### config.mk
export PLATFORM = sky130hd
export DESIGN_NAME = pc_sequencer
export DESIGN_NICKNAME = d
export VERILOG_FILES = /design/src/rtl/pc_seq_pkg.sv /design/src/rtl/ret_addr_stack.sv /design/src/rtl/pc_sequencer.sv
export SDC_FILE = /design/constraint.sdc
export NUM_CORES = 1
export LEC_CHECK = 0
export ABC_AREA = 1
export BUFFER_PORTS_ARGS = -buffer_cell sky130_fd_sc_hd__buf_2
export CORE_ASPECT_RATIO = 0.9
export CORE_UTILIZATION = 45
export DETAILED_ROUTE_END_ITERATION = 8
export SETUP_SLACK_MARGIN = 0.02
export SLEW_MARGIN = 40
export SYNTH_ARGS = -nofsm -noshare
export SYNTH_HDL_FRONTEND = slang
export SYNTH_SLANG_ARGS = --single-unit
### constraint.sdc
create_clock -name clk -period 3.98 [get_ports clk]
set_input_delay 0.796 -clock clk [delete_from_list [all_inputs] [get_ports clk]]
set_output_delay 0.796 -clock clk [all_outputs]
set_load 0.02 [all_outputs]
### src/rtl/pc_seq_pkg.sv
// Shared op encodings and default parameter values for the PC sequencer and its return-address stack.
package pc_seq_pkg;

    localparam int unsigned PC_DEF_WIDTH        = 32;
    localparam int unsigned PC_DEF_STEP         = 1;
    localparam int unsigned PC_DEF_RESET_VECTOR = 0;
    localparam int unsigned PC_DEF_RAS_DEPTH    = 4;

    typedef enum logic [2:0] {
        OP_SEQ  = 3'b000,
        OP_BR   = 3'b001,
        OP_JMP  = 3'b010,
        OP_CALL = 3'b011,
        OP_RET  = 3'b100
    } pc_op_e;

endpackage

### src/rtl/ret_addr_stack.sv
// Circular return-address stack: a push when full overwrites the oldest entry and pulses ovf_o.
module ret_addr_stack
    import pc_seq_pkg::*;
#(
    parameter int WIDTH = PC_DEF_WIDTH,
    parameter int DEPTH = PC_DEF_RAS_DEPTH
) (
    input  logic             clk,
    input  logic             rst,
    input  logic             push_i,
    input  logic             pop_i,
    input  logic [WIDTH-1:0] push_data_i,
    output logic [WIDTH-1:0] top_o,
    output logic             full_o,
    output logic             empty_o,
    output logic             ovf_o
);

    localparam int PW = $clog2(DEPTH);
    localparam int CW = PW + 1;

    logic [WIDTH-1:0] mem_q [DEPTH];
    logic [PW-1:0]    ptr_q, ptr_d;
    logic [CW-1:0]    count_q, count_d;
    logic             ovf_q, ovf_d;

    // ptr_q is the next write slot; once full it also points at the oldest entry.
    assign full_o  = (count_q == CW'(DEPTH));
    assign empty_o = (count_q == '0);
    assign top_o   = mem_q[ptr_q - PW'(1)];
    assign ovf_o   = ovf_q;

    always_comb begin
        ptr_d   = ptr_q;
        count_d = count_q;
        ovf_d   = 1'b0;
        if (push_i) begin
            ptr_d = ptr_q + PW'(1);
            ovf_d = full_o;
            if (!full_o) count_d = count_q + CW'(1);
        end else if (pop_i && !empty_o) begin
            ptr_d   = ptr_q - PW'(1);
            count_d = count_q - CW'(1);
        end
    end

    always_ff @(posedge clk) begin
        if (rst) begin
            ptr_q   <= '0;
            count_q <= '0;
            ovf_q   <= 1'b0;
        end else begin
            ptr_q   <= ptr_d;
            count_q <= count_d;
            ovf_q   <= ovf_d;
            if (push_i) mem_q[ptr_q] <= push_data_i;
        end
    end

endmodule

### src/rtl/pc_sequencer.sv
// Program-counter sequencer: SEQ/BR/JMP/CALL/RET next-PC selection with a return-address stack.
module pc_sequencer
    import pc_seq_pkg::*;
#(
    parameter int               WIDTH        = PC_DEF_WIDTH,
    parameter logic [WIDTH-1:0] STEP         = WIDTH'(PC_DEF_STEP),
    parameter logic [WIDTH-1:0] RESET_VECTOR = WIDTH'(PC_DEF_RESET_VECTOR),
    parameter int               RAS_DEPTH    = PC_DEF_RAS_DEPTH
) (
    input  logic             clk,
    input  logic             rst,
    input  logic             en,
    input  logic [2:0]       op,
    input  logic             take,
    input  logic [WIDTH-1:0] operand,
    output logic [WIDTH-1:0] pcOut,
    output logic [WIDTH-1:0] pc_next,
    output logic             ras_empty,
    output logic             ras_full,
    output logic             ras_ovf,
    output logic             ras_unf,
    output logic             illegal_op
);

    logic [WIDTH-1:0] pc_q, pc_d, seq_pc, ras_top;
    logic             push, pop;
    logic             unf_q, unf_d, ill_q, ill_d;

    ret_addr_stack #(
        .WIDTH (WIDTH),
        .DEPTH (RAS_DEPTH)
    ) u_ras (
        .clk         (clk),
        .rst         (rst),
        .push_i      (push),
        .pop_i       (pop),
        .push_data_i (seq_pc),
        .top_o       (ras_top),
        .full_o      (ras_full),
        .empty_o     (ras_empty),
        .ovf_o       (ras_ovf)
    );

    assign seq_pc = pc_q + STEP;

    // en is a one-cycle advance strobe with no back-pressure: every cycle with en=1 consumes op.
    always_comb begin
        pc_d  = pc_q;
        push  = 1'b0;
        pop   = 1'b0;
        unf_d = 1'b0;
        ill_d = 1'b0;
        if (en) begin
            case (op)
                OP_SEQ:  pc_d = seq_pc;
                OP_BR:   pc_d = take ? (pc_q + operand) : seq_pc;
                OP_JMP:  pc_d = operand;
                OP_CALL: begin
                    push = 1'b1;
                    pc_d = operand;
                end
                OP_RET: begin
                    if (!ras_empty) begin
                        pop  = 1'b1;
                        pc_d = ras_top;
                    end else begin
                        pc_d  = seq_pc;
                        unf_d = 1'b1;
                    end
                end
                default: begin
                    pc_d  = seq_pc;
                    ill_d = 1'b1;
                end
            endcase
        end
    end

    assign pc_next    = rst ? RESET_VECTOR : pc_d;
    assign pcOut      = pc_q;
    assign ras_unf    = unf_q;
    assign illegal_op = ill_q;

    always_ff @(posedge clk) begin
        if (rst) begin
            pc_q  <= RESET_VECTOR;
            unf_q <= 1'b0;
            ill_q <= 1'b0;
        end else begin
            pc_q  <= pc_d;
            unf_q <= unf_d;
            ill_q <= ill_d;
        end
    end

endmodule

======== After elaboration in Yosys (flattened, before gate mapping) ========
Memories as Yosys holds them, arrays and structs flattened.
Index checks and enable logic that the tools add are counted.
word-level totals
  bits in registers ....................... 40
  bits in writable memories ............... 128
  input port bits ......................... 39
  output and inout port bits .............. 69
  word-level logic and storage cells ...... 53
  memories ................................ 1
operators by class
  $add $sub $neg .......................... 6
  equality and inequality tests ........... 6
  mux-type cells .......................... 20
  bitwise logic cells ..................... 3
  reduce and logical (&&, ||, !) cells .... 11
memory list
  memory       words  bits a word  read ports  clocked after memory_dff  wr ports  RTL line              text
  u_ras.mem_q  4      32           1           0                         1         ret_addr_stack.sv:22  logic [WIDTH-1:0] mem_q [DEPTH];
operator list
  cell                                                                    count
  32-bit two-way mux                                                      4
  32-bit one-hot mux with 3 select lines                                  1
  32-bit by 1-bit adder with 32-bit output (second input constant)        1
  32-bit adder                                                            1
  1-bit two-way mux                                                       10
  3-bit two-way mux                                                       3
  3-bit by 2-bit equality test with 1-bit output (second input constant)  2
  3-bit equality test (second input constant)                             2
  3-bit zero test                                                         2
  2-bit OR reduction                                                      3
  5-bit OR reduction                                                      1
  2-bit two-way mux                                                       2
  3-bit by 1-bit adder with 3-bit output (second input constant)          1
  3-bit by 1-bit equality test with 1-bit output (second input constant)  1
  1-bit NOT                                                               3
  3-bit OR reduction                                                      1
  3-bit by 1-bit subtractor with 3-bit output (second input constant)     1
  2-bit by 1-bit adder with 2-bit output (second input constant)          1
  2-bit inequality test (second input constant)                           1
  2-bit AND reduction                                                     1
  2-bit nonzero test                                                      1
  2-bit by 1-bit subtractor with 2-bit output (second input constant)     1
  1-bit logical AND                                                       1
  1-bit zero test                                                         1

======== Depth between registers and ports, before layout ========
Gate-level depths: netlist of run 1.
  depth after elaboration ................. 7
  mapped depth ............................ 16
  depth with buffers taken out ............ 15

======== Hierarchy ========
A second synthesis of run 1 with hierarchy kept.
second synthesis, totals
  cells, all modules ...................... 1340
  area total of the unflattened synthesis .. 10457.5 um^2
modules (own cells, without submodules)
  module          times used  cells an instance  area an instance (um^2)  sequential area each (um^2)
  pc_sequencer    1           966                5240.0                   680.7
  ret_addr_stack  1           374                5217.5                   3963.8

======== Least setup slack after synthesis of run 1 ========
OpenSTA, ideal clock, no wires.
  path type ............................... input -> output
  start point ............................. input port operand[0]
  end point ............................... output port pc_next[22]
  arrival ................................. 2.549 ns
  data required time ...................... 3.184 ns
  setup slack ............................. 0.635 ns
  stages on the path ...................... 14
  buffers on the path ..................... 0
  cells stage by stage .................... ha_1 > inv_1 > fa_1 > inv_1 > nand3_1 > nand3_1 > nand2_1 > nand2_1 > nand2_1 > nand2_1 > nand2_1 > nand3_1 > nand3_1 > a21oi_1
on the way
  word-level cells in the longest chain between the ends .. 5
ends and longest elaborated chain
  item                                    RTL line            text
  start, declared                         pc_sequencer.sv:15  input logic [WIDTH-1:0] operand,
  32-bit adder                            pc_sequencer.sv:56  OP_BR: pc_d = take ? (pc_q + operand) : seq_pc;
  32-bit two-way mux                      pc_sequencer.sv:56
  32-bit one-hot mux with 3 select lines  pc_sequencer.sv:54  case (op)
  32-bit two-way mux                      pc_sequencer.sv:53  if (en) begin
  32-bit two-way mux                      -
  end, declared                           pc_sequencer.sv:17  output logic [WIDTH-1:0] pc_next,
Every way passes these cells.

======== Worst setup path in the final report of run 1 ========
  start point ............................. register pc_q[1], in the netlist pcOut[1]
  end point ............................... output port pc_next[16]
on the way
  word-level cells in the longest chain between the ends .. 5
  elaborated cells on any way between the ends .. 7
  those cells by class .................... add/sub (2); mux (5)
ends and longest elaborated chain
  item                                                                             RTL line                                text
  start, declared                                                                  pc_sequencer.sv:25                      logic [WIDTH-1:0] pc_q, pc_d, seq_pc, ras_top;
  start signal, assigned                                                           pc_sequencer.sv:90                      pc_q <= pc_d;
  32-bit by 1-bit adder with 32-bit output / 32-bit adder (equally long branches)  pc_sequencer.sv:44, pc_sequencer.sv:56
  32-bit two-way mux (on tied branches)                                            pc_sequencer.sv:63, pc_sequencer.sv:56
  32-bit one-hot mux with 3 select lines *                                         pc_sequencer.sv:54
  32-bit two-way mux *                                                             pc_sequencer.sv:53
  32-bit two-way mux *                                                             -
Mark *: on every way between the ends. The rest lies on a longest branch, timed or not.

==> flow_metrics.tcl, run 1 <==
set metrics [dict create \
    synthTopCellsByArea "edfxtp_1, nand2_1, dfxtp_1" \
    synth_xor_area_frac 0.0203 \
    synthMuxAreaShare 0 \
    worstHoldStart "u_ras.count_q[2]$_SDFFE_PP0P_" \
    ys.flop_type "edfxtp_1" \
    core_mm2 0.0228 \
    min_to "u_ras.count_q[2]$_SDFFE_PP0P_" \
    setup_tns_ps 0 \
    critical_path_class "register to primary output" \
    synth_compound_area_frac 0.109 \
    synth.distinct_cells 50 \
    timing.slew.headroom 0.482 \
    num_rows 52 \
    diodes 0 \
    drv_cap 0 \
    netlist_instances 1423 \
    synth_seq_area_share 0.437 \
    initial_core_util 0.466 \
    synth.top_cells.by_count "nand2_1, inv_1, edfxtp_1, nand3_1, a21oi_1" \
    crit_fanout 6 \
    dieArea_mm2 0.0243 \
    clkTransAtPathRegs_ps 70 \
    track_usage 0.307 \
    synth_fp_nets 1500 \
    crit_required_ps 3180 \
    hp-class "register to register" \
    multi_input_area_mm2 0.00514 \
    numPlacedInstances 1814 \
    fillCellCount 2201 \
    tightest_slew_ps 777 \
    synth_top_area_frac 0.361 \
    avgSynthCellArea_um2 7.48 \
    nets 1613 \
    drc 0 \
    routabilityCongestion 1.00 \
    synth_top_area_cell "edfxtp_1" \
    wl_mm 36.3 \
    synth_top_family_by_area "simple AND/OR/NAND/NOR gates" \
    drive_above_1_share 0.144 \
    r2r_slack_ps 1530 \
    fp.dieH_um 148 \
    antenna_found_initial 0 \
    end_kind "primary output" \
    finClkSkew_ps 14.9 \
    synth_edf_count 128 \
    fmax_mhz 268 \
    cts_root_buffer "clkbuf_16" \
    grt-ovfl-total 0 \
    syn_to_final_growth_pct 15.5 \
    fin_crit_ps 3740 \
    first_pass_iters 7 \
    synth_seq_cells 168 \
    pin_count 108 \
    post_cts_buffers 0 \
    wire_per_inst_um 19.7 \
    ff2ff_path_depth 9 \
    ctsResizeCount 0 \
    grt_max_degree 69 \
    cts.path.max_buffers 2 \
    die_w_um 164 \
    p_leak_nw 5.66 \
    cp.arrival_ps 2940 \
    cts.sinks 168 \
    rsz0062_at_grt "no" \
    dp.final_hpwl_mm 26.7 \
    r2r-end "pcOut[16]$_DFF_P_" \
    yosys.area_share.adder 0.0461 \
    fin_crit_sh 0.939 \
    r2r-start "pcOut[1]$_DFF_P_" \
    vias_per_cell 5.53 \
    ir_drop_mv 0.249 \
    status "finished clean" \
    drv_slew 0 \
    grt_pass1_vias 9414 \
    final-setup-viol-count 0 \
    min_path_cells 1 \
    yosysMostFrequentCell "nand2_1" \
    ant_nets 0 \
    cts_hold_buf 0 \
    total_power_mw 4.62 \
    num_vias 10207 \
    synthesis.area_mm2 0.0106 \
    synthSimpleGateAreaFrac 0.300 \
    hold_viol 0 \
    drtIter0Drc 1054 \
    p_per_area_mw_per_mm2 376 \
    port_buffers 107 \
    yosys_warnings 0 \
    clk_latency_ps 440 \
    htreeDepth 4 \
    instances_no_fill 1846 \
    seqCellArea_mm2 0.00465 \
    cp-start-kind "register" \
    tritoncts "yes" \
    async_reset_ff_frac 0 \
    grt_pass1_wl_mm 55.0 \
    cts_buffers 17 \
]
==> layer usage <==
layer | up-vias | routed length (um) | GRT usage
met2 | 500 | 16000 | 0.461
met4 | 0 | 765 | 0.0806
met1 | 4749 | 16200 | 0.458
met5 | - | 0 | 0
li1 | 4898 | - | -
met3 | 60 | 3410 | 0.0471
==> metrics by stage <==
| step | area, um^2 | util | setup slack [ps] | hold WS [ps] |
|---|---|---|---|---|
| floorplan | 10600 | - | 635 | 430 |
| global placement | 11600 | 0.510 | 234 | 447 |
| detailed placement | 11600 | 0.510 | 191 | 448 |
| CTS | 12200 | 0.536 | 97.7 | 457 |
| global route | 12300 | 0.538 | 46.4 | 474 |
| finish | 12300 | 0.538 | 243 | 458 |
==> final cells by class <==
type                       count  area share
multi-input combinational   1016       0.418
clock inverter                14      0.0135
clock buffer                  18      0.0349
tap                          297      0.0302
sequential                   168       0.378
inverter                     199      0.0609
timing repair buffer         134      0.0641
==> placed cells by master, fill, tap and decap left out, types with 4 or more instances in the layout <==
cell type    n
xor2_1      14
nor2_4       8
buf_2      107
nand2_1    445
a31oi_1     12
nor2_1      91
nand3_1    118
nor2_2       8
buf_4       23
buf_12       4
o22ai_1      5
o21ai_0     67
clkbuf_16   17
ha_1        34
o21bai_1     4
o211ai_1     4
nor3_1      23
nand2_2      6
a21oi_1    102
nand4_1     13
inv_1      187
o21ai_1      9
dfxtp_1     39
inv_2       10
edfxtp_1   128
nand3b_1     6
a211oi_1     4
nand3_2      5
or2_2        4
xnor2_1      5
==> worst max-delay path by stage <==
| stage | from | endpoint | slack (ps) | depth (start not counted) |
|---|---|---|---|---|
| floorplan | operand[0] | pc_next[22] | 630 | 14 |
| global placement | operand[0] | pc_next[22] | 230 | 16 |
| detailed placement | operand[0] | pc_next[22] | 190 | 16 |
| CTS | u_ras.ptr_q[1]$_SDFFE_PP0P_ | pc_next[19] | 100 | 12 |
| global route | pcOut[10]$_DFF_P_ | pc_next[23] | 50 | 13 |
| finish | pcOut[1]$_DFF_P_ | pc_next[16] | 240 | 10 |
==> flip-flops by register name, summed over array words and instances (netlist names) <==
register / count
u_ras.mem_q: 128
pcOut: 32
u_ras.count_q: 3
u_ras.ptr_q: 2
illegal_op: 1
ras_unf: 1
u_ras.ovf_o: 1
==> where the power goes <==
| group | switching [mW] | leakage (nW) | internal [mW] | total [mW] |
|---|---|---|---|---|
| Combinational | 0.652 | 3.87 | 0.278 | 0.929 |
| Clock | 0.764 | 0.291 | 0.944 | 1.71 |
| Sequential | 0.0556 | 1.50 | 1.93 | 1.98 |
| Total | 1.47 | 5.66 | 3.15 | 4.62 |
==> critical path, stage by stage (launching register included) <==
cell and delay (ps):
dfxtp_1 470, ha_1 330, inv_1 150, nor2_8 180, nand3_4 140, nor2_1 140, xnor2_1 230, o21ai_0 160
a21oi_1 330, a21oi_1 180, buf_2 200
==> cell families after synthesis <==
| logic type | after synthesis |
|---|---|
| XOR/XNOR | 23 |
| adder cells (fa/ha/maj) | 38 |
| AO/OA/AOI/OAI | 215 |
| buffers and inverters | 239 |
| AND/OR/NAND/NOR | 740 |
| flip-flops | 168 |
(Power assumes the default switching activity.)
==> inputs of run 2 (changes only) <==
- PLACE_DENSITY: default -> 0.66
- SETUP_SLACK_MARGIN: 0.02 -> 0.4
==> run 2 against run 1 <==
Compared with the run above:
- count of clock-buffer cells in the layout shrank 1
- clock skew is essentially flat
- critical path type is now input port to primary output
- cell count grew 0.33%
- die area is the same
- critical path depth grew 3
- design area grew 3.6%
- critical endpoint is now pc_next[28]
==> flow_metrics.tcl, run 2 (same netlist as run 1, synthesis figures left out) <==
set metrics [dict create \
    layout_common_cells "nand2_1, inv_1, edfxtp_1" \
    hp-class "register to register" \
    drv_slew 0 \
    cts.path.max_buffers 2 \
    cts_root_buffer "clkbuf_16" \
    cts.sinks 168 \
    worstHoldStart "u_ras.count_q[2]$_SDFFE_PP0P_" \
    ir_drop_mv 0.245 \
    min_to "u_ras.count_q[2]$_SDFFE_PP0P_" \
    antenna_found_initial 0 \
    drc 0 \
    fin_crit_sh 0.891 \
    ff2ff_path_depth 11 \
    die_w_um 164 \
    critical_path_class "input port to primary output" \
    syn_to_final_growth_pct 19.6 \
    r2r_slack_ps 1770 \
    tritoncts "yes" \
    initial_core_util 0.466 \
    fin_crit_ps 3540 \
    status "finished clean" \
    r2r-end "pcOut[10]$_DFF_P_" \
    drv_cap 0 \
    port_buffers 107 \
    p_per_area_mw_per_mm2 366 \
    ant_nets 0 \
    tightest_slew_ps 588 \
    cp-start-kind "input port" \
    fmax_mhz 282 \
    cp_slowest_cell "ha_2" \
    grt-ovfl-total 0 \
    wire_per_inst_um 19.6 \
    first_pass_iters 5 \
    htreeDepth 4 \
    top_register "u_ras.mem_q" \
    clkTransAtPathRegs_ps 70 \
    grt_pass1_vias 9456 \
    core_mm2 0.0228 \
    rsz0062_at_grt "yes" \
    grt_max_degree 69 \
    largest_reg_flops 128 \
    vias_per_cell 5.62 \
    cp.arrival_ps 2750 \
    dieArea_mm2 0.0243 \
    finClkSkew_ps 15.3 \
    grt_pass1_wl_mm 54.2 \
    crit_chain "buf_2 > ha_2 > nand2_2 > inv_1 > nand2_1 > nor3_2 > nand2_1 > nand3b_1 > nand2_2 > nand3_1 > nand3_1 > a21oi_2 > buf_4" \
    max_stage_delay_ps 370 \
    cts_buffers 17 \
    hold_viol 0 \
    nets 1619 \
    end_kind "primary output" \
    final-setup-viol-count 0 \
    drive_above_1_share 0.204 \
    dp.final_hpwl_mm 26.2 \
    total_power_mw 4.66 \
    timing.slew.headroom 0.608 \
    min_path_cells 1 \
    final_common_cell "nand2_1" \
    p_leak_nw 5.69 \
    routabilityCongestion 1.01 \
    diodes 0 \
    num_vias 10400 \
    drtIter0Drc 1078 \
    setup_tns_ps 0 \
    fp.dieH_um 148 \
    num_rows 52 \
    clk_latency_ps 450 \
    crit_required_ps 3180 \
    r2r-start "pcOut[0]$_DFF_P_" \
    crit_fanout 5 \
    track_usage 0.302 \
    wl_mm 36.4 \
    pin_count 108 \
]
[run 2: final cells by class]
cell class / count / area, um^2
clock buffer: 17 / 425
clock inverter: 15 / 156
fill: 2125 / 10100
inverter: 199 / 758
multi-input combinational: 1016 / 5510
sequential: 168 / 4670
tap: 297 / 372
timing repair buffer: 140 / 830
[run 2: stage by stage]
| step | hold WS, ps | setup slack (ps) | utilization | instance area [um^2] | instances |
|---|---|---|---|---|---|
| 6_report | 479 | 435 | 0.557 | 12700 | 1852 |
| 2_1_floorplan | 430 | 635 | - | 10600 | 1423 |
| 3_5_place_dp | 470 | 153 | 0.508 | 11600 | 1813 |
| 3_3_place_gp | 448 | 232 | 0.508 | 11600 | 1813 |
| 5_1_grt | 499 | 370 | 0.557 | 12700 | 1852 |
| 4_1_cts | 480 | 317 | 0.539 | 12300 | 1847 |
[run 2: what timing repair did]
item | 4_1_cts | 5_1_grt
setup buffers | 2 | 5
gates resized for setup | 32 | 94
hold buffers | 0 | 0
setup endpoints to repair | 22 | 28
pin swaps | 2 | 13
[run 2: layer usage]
metal,global-route usage,vias up,share of wire
met1,0.432,4852,0.43
met3,0.0463,81,0.099
met5,0,-,0
li1,-,4908,-
met4,0.103,0,0.028
met2,0.463,559,0.44
[run 2: worst max-delay path: cells and delay by family]
| family | cells | cell delay (ps) |
|---|---|---|
| AND/OR/NAND/NOR | 8 | 1030 |
| buffers and inverters | 3 | 370 |
| AO/OA/AOI/OAI | 1 | 180 |
| adder cells (fa/ha/maj) | 1 | 370 |
[run 2: how the worst max path moves through the flow]
stage,from,end,depth (start not counted)
2_1_floorplan,operand[0],pc_next[22],14
3_3_place_gp,operand[0],pc_next[22],16
3_5_place_dp,operand[0],pc_next[30],16
4_1_cts,pcOut[1]$_DFF_P_,pc_next[22],12
5_1_grt,operand[0],pc_next[22],16
6_report,operand[9],pc_next[28],13
[run 2: where the power goes]
part           internal, mW  switching (mW)  total [mW]
logic                 0.314           0.675       0.989
clock network         0.889           0.788        1.68
registers              1.93          0.0644        1.99
total                  3.13            1.53        4.66
